<file path="src/rtl/mem_wb_ctrl_pkg.sv">
// Shared definitions for the MEM/WB boundary controller: memory opcodes,
// FSM state encoding and the word-alignment mask.
// Ports: none (package).
package mem_wb_ctrl_pkg;

  localparam logic [5:0] OP_LDW = 6'h23;
  localparam logic [5:0] OP_STW = 6'h2B;

  // Low address bits that must be zero for a word access.
  localparam logic [1:0] ALIGN_MASK = 2'b11;

  typedef enum logic [1:0] {
    ST_IDLE = 2'd0,
    ST_REQ  = 2'd1,
    ST_DONE = 2'd2
  } state_t;

  function automatic logic is_aligned(input logic [31:0] addr);
    return (addr[1:0] & ALIGN_MASK) == 2'b00;
  endfunction

endpackage

</file>
<file path="src/rtl/mem_wb_ctrl_timeout_cnt.sv">
// Wait counter for an outstanding memory request; expire is high in the
// last cycle a request may still wait (count == TIMEOUT-1).
// Ports: clk, rst, clr (held while not requesting), en (count), expire.
module mem_timeout_cnt #(
  parameter int TIMEOUT = 16
) (
  input  logic clk,
  input  logic rst,
  input  logic clr,
  input  logic en,
  output logic expire
);

  localparam int CW = (TIMEOUT > 2) ? $clog2(TIMEOUT) : 1;

  logic [CW-1:0] cnt;

  assign expire = (cnt == CW'(TIMEOUT - 1));

  always_ff @(posedge clk) begin
    if (rst || clr) begin
      cnt <= '0;
    end else if (en && !expire) begin
      cnt <= cnt + 1'b1;
    end
  end

endmodule

</file>
<file path="src/rtl/mem_wb_ctrl.sv">
// MEM/WB boundary controller: decodes LDW/STW, runs the req/ready handshake
// with a variable-latency data memory, stalls the pipeline while it waits
// and registers the writeback value (1 cycle for ALU ops, >=2 for loads).
// Ports: in_* MEM-stage instruction, stall to IF..MEM, mem_* data-memory
// request, wb_* register-file write, align_err/bus_err one-cycle pulses.
module mem_wb_ctrl
  import mem_wb_ctrl_pkg::*;
#(
  parameter int TIMEOUT = 16
) (
  input  logic        clk,
  input  logic        rst,
  input  logic        in_valid,
  input  logic [5:0]  in_opcode,
  input  logic [31:0] in_alu,
  input  logic [31:0] in_sdata,
  input  logic [4:0]  in_rd,
  output logic        stall,
  output logic        mem_req,
  output logic        mem_we,
  output logic [31:0] mem_addr,
  output logic [31:0] mem_wdata,
  input  logic        mem_ready,
  input  logic [31:0] mem_rdata,
  output logic        wb_valid,
  output logic [4:0]  wb_rd,
  output logic [31:0] wb_data,
  output logic        align_err,
  output logic        bus_err
);

  state_t     state, state_nxt;
  logic       is_mem, aligned, expire;
  logic [4:0] lat_rd;
  logic       lat_load;

  assign is_mem  = in_valid && ((in_opcode == OP_LDW) || (in_opcode == OP_STW));
  assign aligned = is_aligned(in_alu);

  // Counter is held at zero outside REQ, so each request starts from 0.
  mem_timeout_cnt #(.TIMEOUT(TIMEOUT)) u_tmo (
    .clk    (clk),
    .rst    (rst),
    .clr    (state != ST_REQ),
    .en     (!mem_ready),
    .expire (expire)
  );

  always_ff @(posedge clk) begin
    if (rst) state <= ST_IDLE;
    else     state <= state_nxt;
  end

  // stall never looks at mem_ready: REQ stalls unconditionally and DONE
  // releases the pipeline for the completing instruction.
  always_comb begin
    state_nxt = state;
    stall     = 1'b0;
    case (state)
      ST_IDLE: begin
        if (is_mem && aligned) begin
          stall     = 1'b1;
          state_nxt = ST_REQ;
        end
      end
      ST_REQ: begin
        stall = 1'b1;
        if (mem_ready || expire) state_nxt = ST_DONE;
      end
      ST_DONE: state_nxt = ST_IDLE;
      default: state_nxt = ST_IDLE;
    endcase
  end

  always_ff @(posedge clk) begin
    if (rst) begin
      mem_req   <= 1'b0;
      mem_we    <= 1'b0;
      mem_addr  <= '0;
      mem_wdata <= '0;
      wb_valid  <= 1'b0;
      wb_rd     <= '0;
      wb_data   <= '0;
      align_err <= 1'b0;
      bus_err   <= 1'b0;
      lat_rd    <= '0;
      lat_load  <= 1'b0;
    end else begin
      case (state)
        ST_IDLE: begin
          wb_valid  <= 1'b0;
          align_err <= 1'b0;
          bus_err   <= 1'b0;
          if (in_valid && !is_mem) begin
            wb_valid <= 1'b1;
            wb_rd    <= in_rd;
            wb_data  <= in_alu;
          end else if (is_mem && !aligned) begin
            align_err <= 1'b1;
          end else if (is_mem) begin
            mem_req   <= 1'b1;
            mem_we    <= (in_opcode == OP_STW);
            mem_addr  <= in_alu & ~{30'd0, ALIGN_MASK};
            mem_wdata <= in_sdata;
            lat_rd    <= in_rd;
            lat_load  <= (in_opcode == OP_LDW);
          end
        end
        ST_REQ: begin
          if (mem_ready) begin
            mem_req <= 1'b0;
            if (lat_load) begin
              wb_valid <= 1'b1;
              wb_rd    <= lat_rd;
              wb_data  <= mem_rdata;
            end
          end else if (expire) begin
            mem_req <= 1'b0;
            bus_err <= 1'b1;
          end
        end
        default: begin
          wb_valid  <= 1'b0;
          align_err <= 1'b0;
          bus_err   <= 1'b0;
        end
      endcase
    end
  end

endmodule

</file>
<file path="config.mk">
export PLATFORM = sky130hd
export DESIGN_NAME = mem_wb_ctrl
export DESIGN_NICKNAME = d
export VERILOG_FILES = /design/src/rtl/mem_wb_ctrl_pkg.sv /design/src/rtl/mem_wb_ctrl_timeout_cnt.sv /design/src/rtl/mem_wb_ctrl.sv
export SDC_FILE = /design/constraint.sdc
export NUM_CORES = 1
export LEC_CHECK = 0
export CORE_ASPECT_RATIO = 0.6
export CORE_MARGIN = 3
export CORE_UTILIZATION = 41
export CTS_BUF_LIST = sky130_fd_sc_hd__clkbuf_2
export CTS_CLUSTER_SIZE = 40
export DETAILED_ROUTE_END_ITERATION = 8
export HOLD_SLACK_MARGIN = 0.1
export PLACE_DENSITY = 0.91
export SLEW_MARGIN = 25
export SYNTH_ARGS = -nofsm -noshare
export SYNTH_HDL_FRONTEND = slang
export SYNTH_HIERARCHICAL = 1
export SYNTH_SLANG_ARGS = --single-unit
export TNS_END_PERCENT = 1
</file>
<file path="constraint.sdc">
create_clock -name clk -period 3.8 [get_ports clk]
set_input_delay 0.95 -clock clk [delete_from_list [all_inputs] [get_ports clk]]
set_output_delay 0.95 -clock clk [all_outputs]
set_load 0.1 [all_outputs]
</file>
==> impl_results.md, run 1 <==
* Mean routed wirelength per cell at roughly 17 um
* NumNets Final at 879
* Dpl hpwl at roughly 11 mm
* # hold bufs at CTS at 0
* Global Route Usage Sum at approximately a quarter
* Reg2Reg Depth at 6
* Die area at roughly 13000 um^2
* Via count at 4878
* H-tree levels at 4
* Critical path's largest stage delay at 470 ps
* Setup violators final at 0
* Max IR drop VDD at 0.198 mV
* Clock Sinks at 116
* Crit path max-delay cell type: clkdlybuf4s50_1
* Port bufs at approximately 220
* TritonCTS Buffers at 17
* WL final at 15.8 mm
* Pre-antenna DRT Iters at 4
* Starting DRT DRC Count at 230
* Post-synthesis adder-cell area fraction at 0.258%
* Kind of critical path: primary input to output pin
* Worst relative slew slack at 31.9%
* Synth Area in Simple Gates at 22.0%
* Slew @ Worst Pin at between 1000 and 1500 ps
* Skew final at around 24 ps
* DRC at 0
* DRT antenna net count at 0
* Yosys reg bits at 116
* I/O pins at 218
* Worst r2r dst: wb_data[26]
* Max-cap viol count at 0
* Critical Path AT at 2350 ps
* Hold Path Cell Cnt at 2
* Design Power at 2.69 mW
* Synth cell types at 35
* Area grow syn2layout at 51.3%
* CP max FO at 4
* CTS tree: built
* WHS at 462 ps
* Xor/xnor share of the synthesized area at 0%
* Syn Inst Count at 574
* Critical Path RT at 2850 ps
* CTS resizes at 0
* Unrepaired setup endpoints after global routing: false
* Vias/cell at 5.19
* Rows at 30
* Main combinational cell family by area after synthesis: compound AO/OA/AOI/OAI gates
* Sequential area share after synthesis at 47.9%
* R2r setup slk at roughly 1500 ps
* Setup TNS Final at 0 ps
* Die X-Extent at 146 um
* Setup Fix Bufs, Post-CTS at 0
* Setup crit end kind: output pin
* Clk Latency, worst-skew pair at about 630 ps
* FF-to-FF Start: state[0]
* Syn Area/Cell at 8.44 um^2
* Layout cell share with drive strength beyond 1 at 9.74%
* Hold wc startpoint: mem_addr[27]
* Chip height at 90.2 um
* Multiplexer share of the synthesized area at 0%
* Final Hold Vio Count at 0
* Worst Hold Class: flip-flop to flip-flop
* Synth area leaders: dfxtp_1, nand2_1, a21oi_1, a221oi_2, a211oi_1
* Syn Std Cell Area at 4850 um^2
* Initial Util at a little over two fifths
* Dominant cell type by area after synthesis: dfxtp_1
* Root Driver: clkbuf_2
* Hold Path End: mem_addr[27]
* Initial antenna violation count at 0
* Pin count of the biggest net entering global routing at 76
* Compound-cell area share of the yosys netlist at 24.2%
* Critical Path, Cell by Cell: clkdlybuf4s50_1 -> nor3b_1 -> nand2_1 -> a21oi_2 -> buf_12
* Clk pin slew, worst setup/hold paths at roughly 200 ps
* Max Clock Freq at approximately 300 MHz
* Status: finished clean
* Synth warn at 6
* GRT overflow at 0
* Crit path launch type: primary input
* Vias in the first global route at 4745
* Leakage at 2.47 nW
* Minimum clock period at 3300 ps
* Pwr dens at 367 nW/um^2
* Area of the core at around 11000 um^2
* Gpl congestion at 0.832
* Longest Clk Path Bufs at 2
* Max-slew violations at 0
* Tcrit/Tclk final at between 80% and 90%
* Post-synth top area share at 47.9%
* Ant. Diodes at 0
* First-pass GRT wire length at around 25 mm
[worst max path at each step]
stage / depth (start not counted) / startpoint / end
CTS: 6 / in_opcode[1] / stall
global route: 5 / in_alu[1] / stall
finish: 5 / in_valid / stall
detailed placement: 6 / in_opcode[1] / stall
floorplan: 4 / in_opcode[4] / stall
global placement: 6 / in_opcode[4] / stall
[cells in the final DEF (no fill, tap or decap), drive strengths merged]
| cell | instances |
|---|---|
| and3 | 1 |
| nor3 | 5 |
| a211oi | 38 |
| bufinv | 3 |
| nand4b | 2 |
| a21oi | 72 |
| nand4 | 2 |
| clkinv | 7 |
| clkbuf | 17 |
| nor2 | 45 |
| clkinvlp | 3 |
| a22oi | 1 |
| and4 | 1 |
| a21boi | 1 |
| a21o | 1 |
| ha | 1 |
| o211ai | 2 |
| nor2b | 1 |
| o21ai | 1 |
| a221oi | 37 |
| nand2 | 141 |
| buf | 14 |
| nand3 | 4 |
| dfxtp | 116 |
| conb | 2 |
| clkdlybuf4s50 | 211 |
| nor3b | 2 |
| o41ai | 1 |
| and4bb | 1 |
| a2111o | 1 |
| inv | 8 |
| and2 | 38 |
[final cells by class]
type                    count  area [um^2]
well taps                 160          200
repair buffers            225         2240
flip-flops and latches    116         2320
multi-input cells         401         2280
fillers                   984         4080
clock inverters            15          183
inverters                   6         22.5
clock buffers              17         85.1
[power breakdown]
| part | total [mW] | internal [mW] | leakage [nW] | switching [mW] |
|---|---|---|---|---|
| clock | 0.883 | 0.372 | 0.152 | 0.511 |
| combinational | 0.539 | 0.194 | 1.38 | 0.345 |
| sequential | 1.27 | 1.25 | 0.944 | 0.0170 |
| total | 2.69 | 1.82 | 2.47 | 0.872 |
[Yosys cell counts]
| cell | n |
|---|---|
| a21boi_1 | 1 |
| a221oi_1 | 17 |
| a211oi_1 | 38 |
| ha_1 | 1 |
| clkbuf_1 | 25 |
| o41ai_2 | 1 |
| o211ai_2 | 1 |
| dfxtp_1 | 116 |
| nand3_2 | 1 |
| a22oi_1 | 1 |
| inv_1 | 5 |
| and4_1 | 1 |
| o21ai_2 | 1 |
| buf_4 | 2 |
| buf_1 | 1 |
| buf_2 | 22 |
| a21oi_1 | 72 |
| and3_1 | 1 |
| and4bb_1 | 1 |
| and2_1 | 38 |
| nor2_1 | 45 |
| a21o_1 | 1 |
| nor2b_2 | 1 |
| inv_2 | 1 |
| buf_6 | 2 |
| o211ai_1 | 1 |
| nand3_1 | 3 |
| nor3b_1 | 2 |
| conb_1 | 1 |
| nand2_1 | 141 |
| nand4b_1 | 2 |
| nand4_1 | 2 |
| a221oi_2 | 20 |
| nor3_1 | 5 |
| a2111o_1 | 1 |
[routing by layer]
layer  share of wire (%)  global-route usage (%)  up-vias
met2                  45                    36.6      188
met3                 9.2                    8.61       18
met4                 1.1                    6.73        0
met1                  44                    31.4     2287
met5                   0                       0        -
li1                    -                       -     2385
[stage by stage]
step	instance area [um^2]	std cells	util [%]	worst slack (ps)
floorplan	4850	575	-	509
global placement	7060	908	61.9	552
CTS	7330	940	64.3	512
finish	7330	940	64.3	500
global route	7330	940	64.3	458
detailed placement	7060	908	61.9	513
[logic make-up after synthesis]
group / Yosys count
other: 1
adders and majority gates: 1
and+or+nand+nor: 243
buffers and inverters: 58
DFF: 116
AOI/OAI and AO/OA: 155
[sequential cells by signal, summed over array words and instances, names as in the netlist]
signal,count
align_err,1
bus_err,1
lat_load,1
lat_rd,5
mem_addr,30
mem_req,1
mem_wdata,32
mem_we,1
state,2
u_tmo/cnt,4
wb_data,32
wb_rd,5
wb_valid,1
[critical path: cells and delay by family]
kind / cells / cell delay [ps]
and+or+nand+nor: 2 / 530
AOI/OAI and AO/OA: 1 / 200
buffers and inverters: 2 / 660
(Power assumes the default switching activity.)
==> inputs of run 2 (changes only) <==
Settings changed: CELL_PAD_IN_SITES_DETAIL_PLACEMENT from default to 0, CELL_PAD_IN_SITES_GLOBAL_PLACEMENT from default to 1, CORE_UTILIZATION 41 to 30, PLACE_DENSITY 0.91 to 0.93.
==> run 2 against run 1 <==
Worst hold slack lost 4.0 ps; global-route usage is 5.5 points lower; highest routed layer unchanged; critical endpoint unchanged; critical path depth grew 1; largest cell class unchanged; core utilization shrank 17 points; via count shrank 1.6%; first-iteration DRC count up 21%; worst setup slack got worse by 7.4 ps; power down 8.7%; die area is 35% higher.
==> impl_results.md, run 2 (synthesis results as in run 1) <==
* Status: finished clean
* Critical Path AT at 2360 ps (about the same)
* Vias/cell at 4.87 (-6.2%)
* Setup violators final at 0 (unchanged)
* # hold bufs at CTS at 0 (unchanged)
* Setup Fix Bufs, Post-CTS at 0 (unchanged)
* Setup TNS Final at 0 ps (unchanged)
* Max-slew violations at 0 (unchanged)
* Gpl congestion at 0.790 (-5.1%)
* Final Hold Vio Count at 0 (unchanged)
* Max IR drop VDD at 0.151 mV (-24%)
* Minimum clock period at 3310 ps (+7.36 ps)
* CP max FO at 4 (unchanged)
* Critical Path RT at 2850 ps (about the same)
* Pint at 1.60 mW (-12%)
* Skew final at 26.4 ps (+2.01 ps)
* Vias in the first global route at 4675 (-1.5%)
* Area of the core at 15600 um^2 (+37%)
* H-tree levels at 4 (unchanged)
* Initial Util at 31.1% (-11 points)
* Pre-antenna DRT Iters at 5 (+1)
* GRT overflow at 0 (unchanged)
* Mean routed wirelength per cell at 16.6 um (-1.7%)
* First-pass GRT wire length at 25.8 mm (+2.2%)
* Psw at 851 uW (-2.4%)
* Slew @ Worst Pin at 1030 ps (+9.05 ps)
* Commonest non-fill, non-tap cell in the layout: clkdlybuf4s50_1
* TritonCTS Buffers at 17 (unchanged)
* Tcrit/Tclk final at 87.0% (+0.19 points)
* Clk Latency, worst-skew pair at 630 ps (about the same)
* Sequential group share of total power at 51.6% (+4.5 points)
* Logic pwr share at 22.1% (+2.0 points)
* Commonest cells after routing, fill and taps aside: clkdlybuf4s50_1, nand2_1, dfxtp_1
* Leakage at 2.45 nW (-1.1%)
* Chip height at 104 um (+16%)
* Clk pin slew, worst setup/hold paths at 150 ps (-50 ps)
* Longest Clk Path Bufs at 2 (unchanged)
* Clock Power Share at 26.3% (-6.5 points)
* Layout cell share with drive strength beyond 1 at 10.1% (+0.36 points)
* Die X-Extent at 170 um (+16%)
* WHS at 458 ps (-3.95 ps)
* Port bufs at 215 (unchanged)
* Worst relative slew slack at 31.3% (-0.60 points)
* Clock Sinks at 116 (unchanged)
* CTS resizes at 0 (unchanged)
* WL final at 16.3 mm (+3.1%)
* Setup crit end kind: output pin
* Initial antenna violation count at 1 (+1)
* Unrepaired setup endpoints after global routing: false
* R2r setup slk at 1200 ps (-340 ps)
* DRC at 0 (unchanged)
* Sw Share at 34.7% (+2.2 points)
* I/O pins at 218 (unchanged)
* Die area at 17800 um^2 (+35%)
* Area grow syn2layout at 50.9%
* Max-cap viol count at 0 (unchanged)
* Final Util at 46.9% (-17 points)
* Root Driver: clkbuf_2
* Dpl hpwl at 11.6 mm (+6.6%)
* Rows at 35 (+17%)
* CTS tree: built
* Starting DRT DRC Count at 278 (+21%)
* Largest regs: mem_wdata x32, wb_data x32, mem_addr x30
* Worst Hold Class: flip-flop to flip-flop
* Max Clock Freq at 302 MHz (-0.22%)
* Pwr dens at 335 nW/um^2 (-8.5%)
* DRT antenna net count at 0 (unchanged)
* Pin count of the biggest net entering global routing at 53 (-30%)
* Crit path launch type: primary input
* NumNets Final at 882 (+0.34%)
* Kind of critical path: primary input to output pin
* Design Power at 2.45 mW (-8.7%)
* Global Route Usage Sum at 18.2% (-5.5 points)
* Via count at 4798 (-1.6%)
==> run 2: changes by cell type in the layout (fill, tap and decap cells not counted), sizes merged <==
cell / delta
buf: +5
bufinv: -3
clkbuf: +2
clkdlybuf4s50: -2
inv: -2
clkinv: +1
clkinvlp: +1
diode: +1
==> run 2: worst max-delay path, cell delays in order <==
cell             delay [ps]
clkdlybuf4s50_1         390
and4bb_1                350
and2_1                  190
nand2_1                  80
a21oi_2                 200
buf_12                  200
==> run 2: metrics by stage <==
step	cells	instance area (um^2)	setup WS [ps]
global route	986	7310	413
floorplan	575	4850	509
detailed placement	954	7150	484
CTS	985	7310	483
global placement	954	7150	511
finish	986	7310	492
==> run 2: layout make-up <==
cell class,instances,area [um^2]
clock inverters,12,67.6
multi-input cells,401,2280
inverters,6,22.5
flip-flops and latches,116,2320
repair buffers,228,2270
diodes,1,2.50
well taps,203,254
fillers,1527,8280
clock buffers,19,95.1
==> run 2: power by group through the flow <==
stage | Sequential (mW) | Combinational [mW] | Clock [mW]
2_1_floorplan | 1.51 | 0.113 | 0
3_3_place_gp | 1.29 | 0.542 | 0
3_5_place_dp | 1.29 | 0.543 | 0
4_1_cts | 1.27 | 0.545 | 0.684
5_1_grt | 1.27 | 0.567 | 0.735
6_report | 1.27 | 0.543 | 0.645
==> run 2: per-layer routing <==
metal  global-route usage (%)  wire (um)
met5                        0          0
met1                     24.8       7540
met3                     8.47       1760
met4                     4.57        161
met2                     26.0       6880
==> run 2: final timing paths <==
check,startpoint,endpoint,depth (start not counted)
worst max-delay path,in_opcode[4],stall,6
worst min-delay path,lat_rd[4],lat_rd[4],2
worst max register to register,state[0],wb_data[29],5
worst min register to register,lat_rd[4],lat_rd[4],2
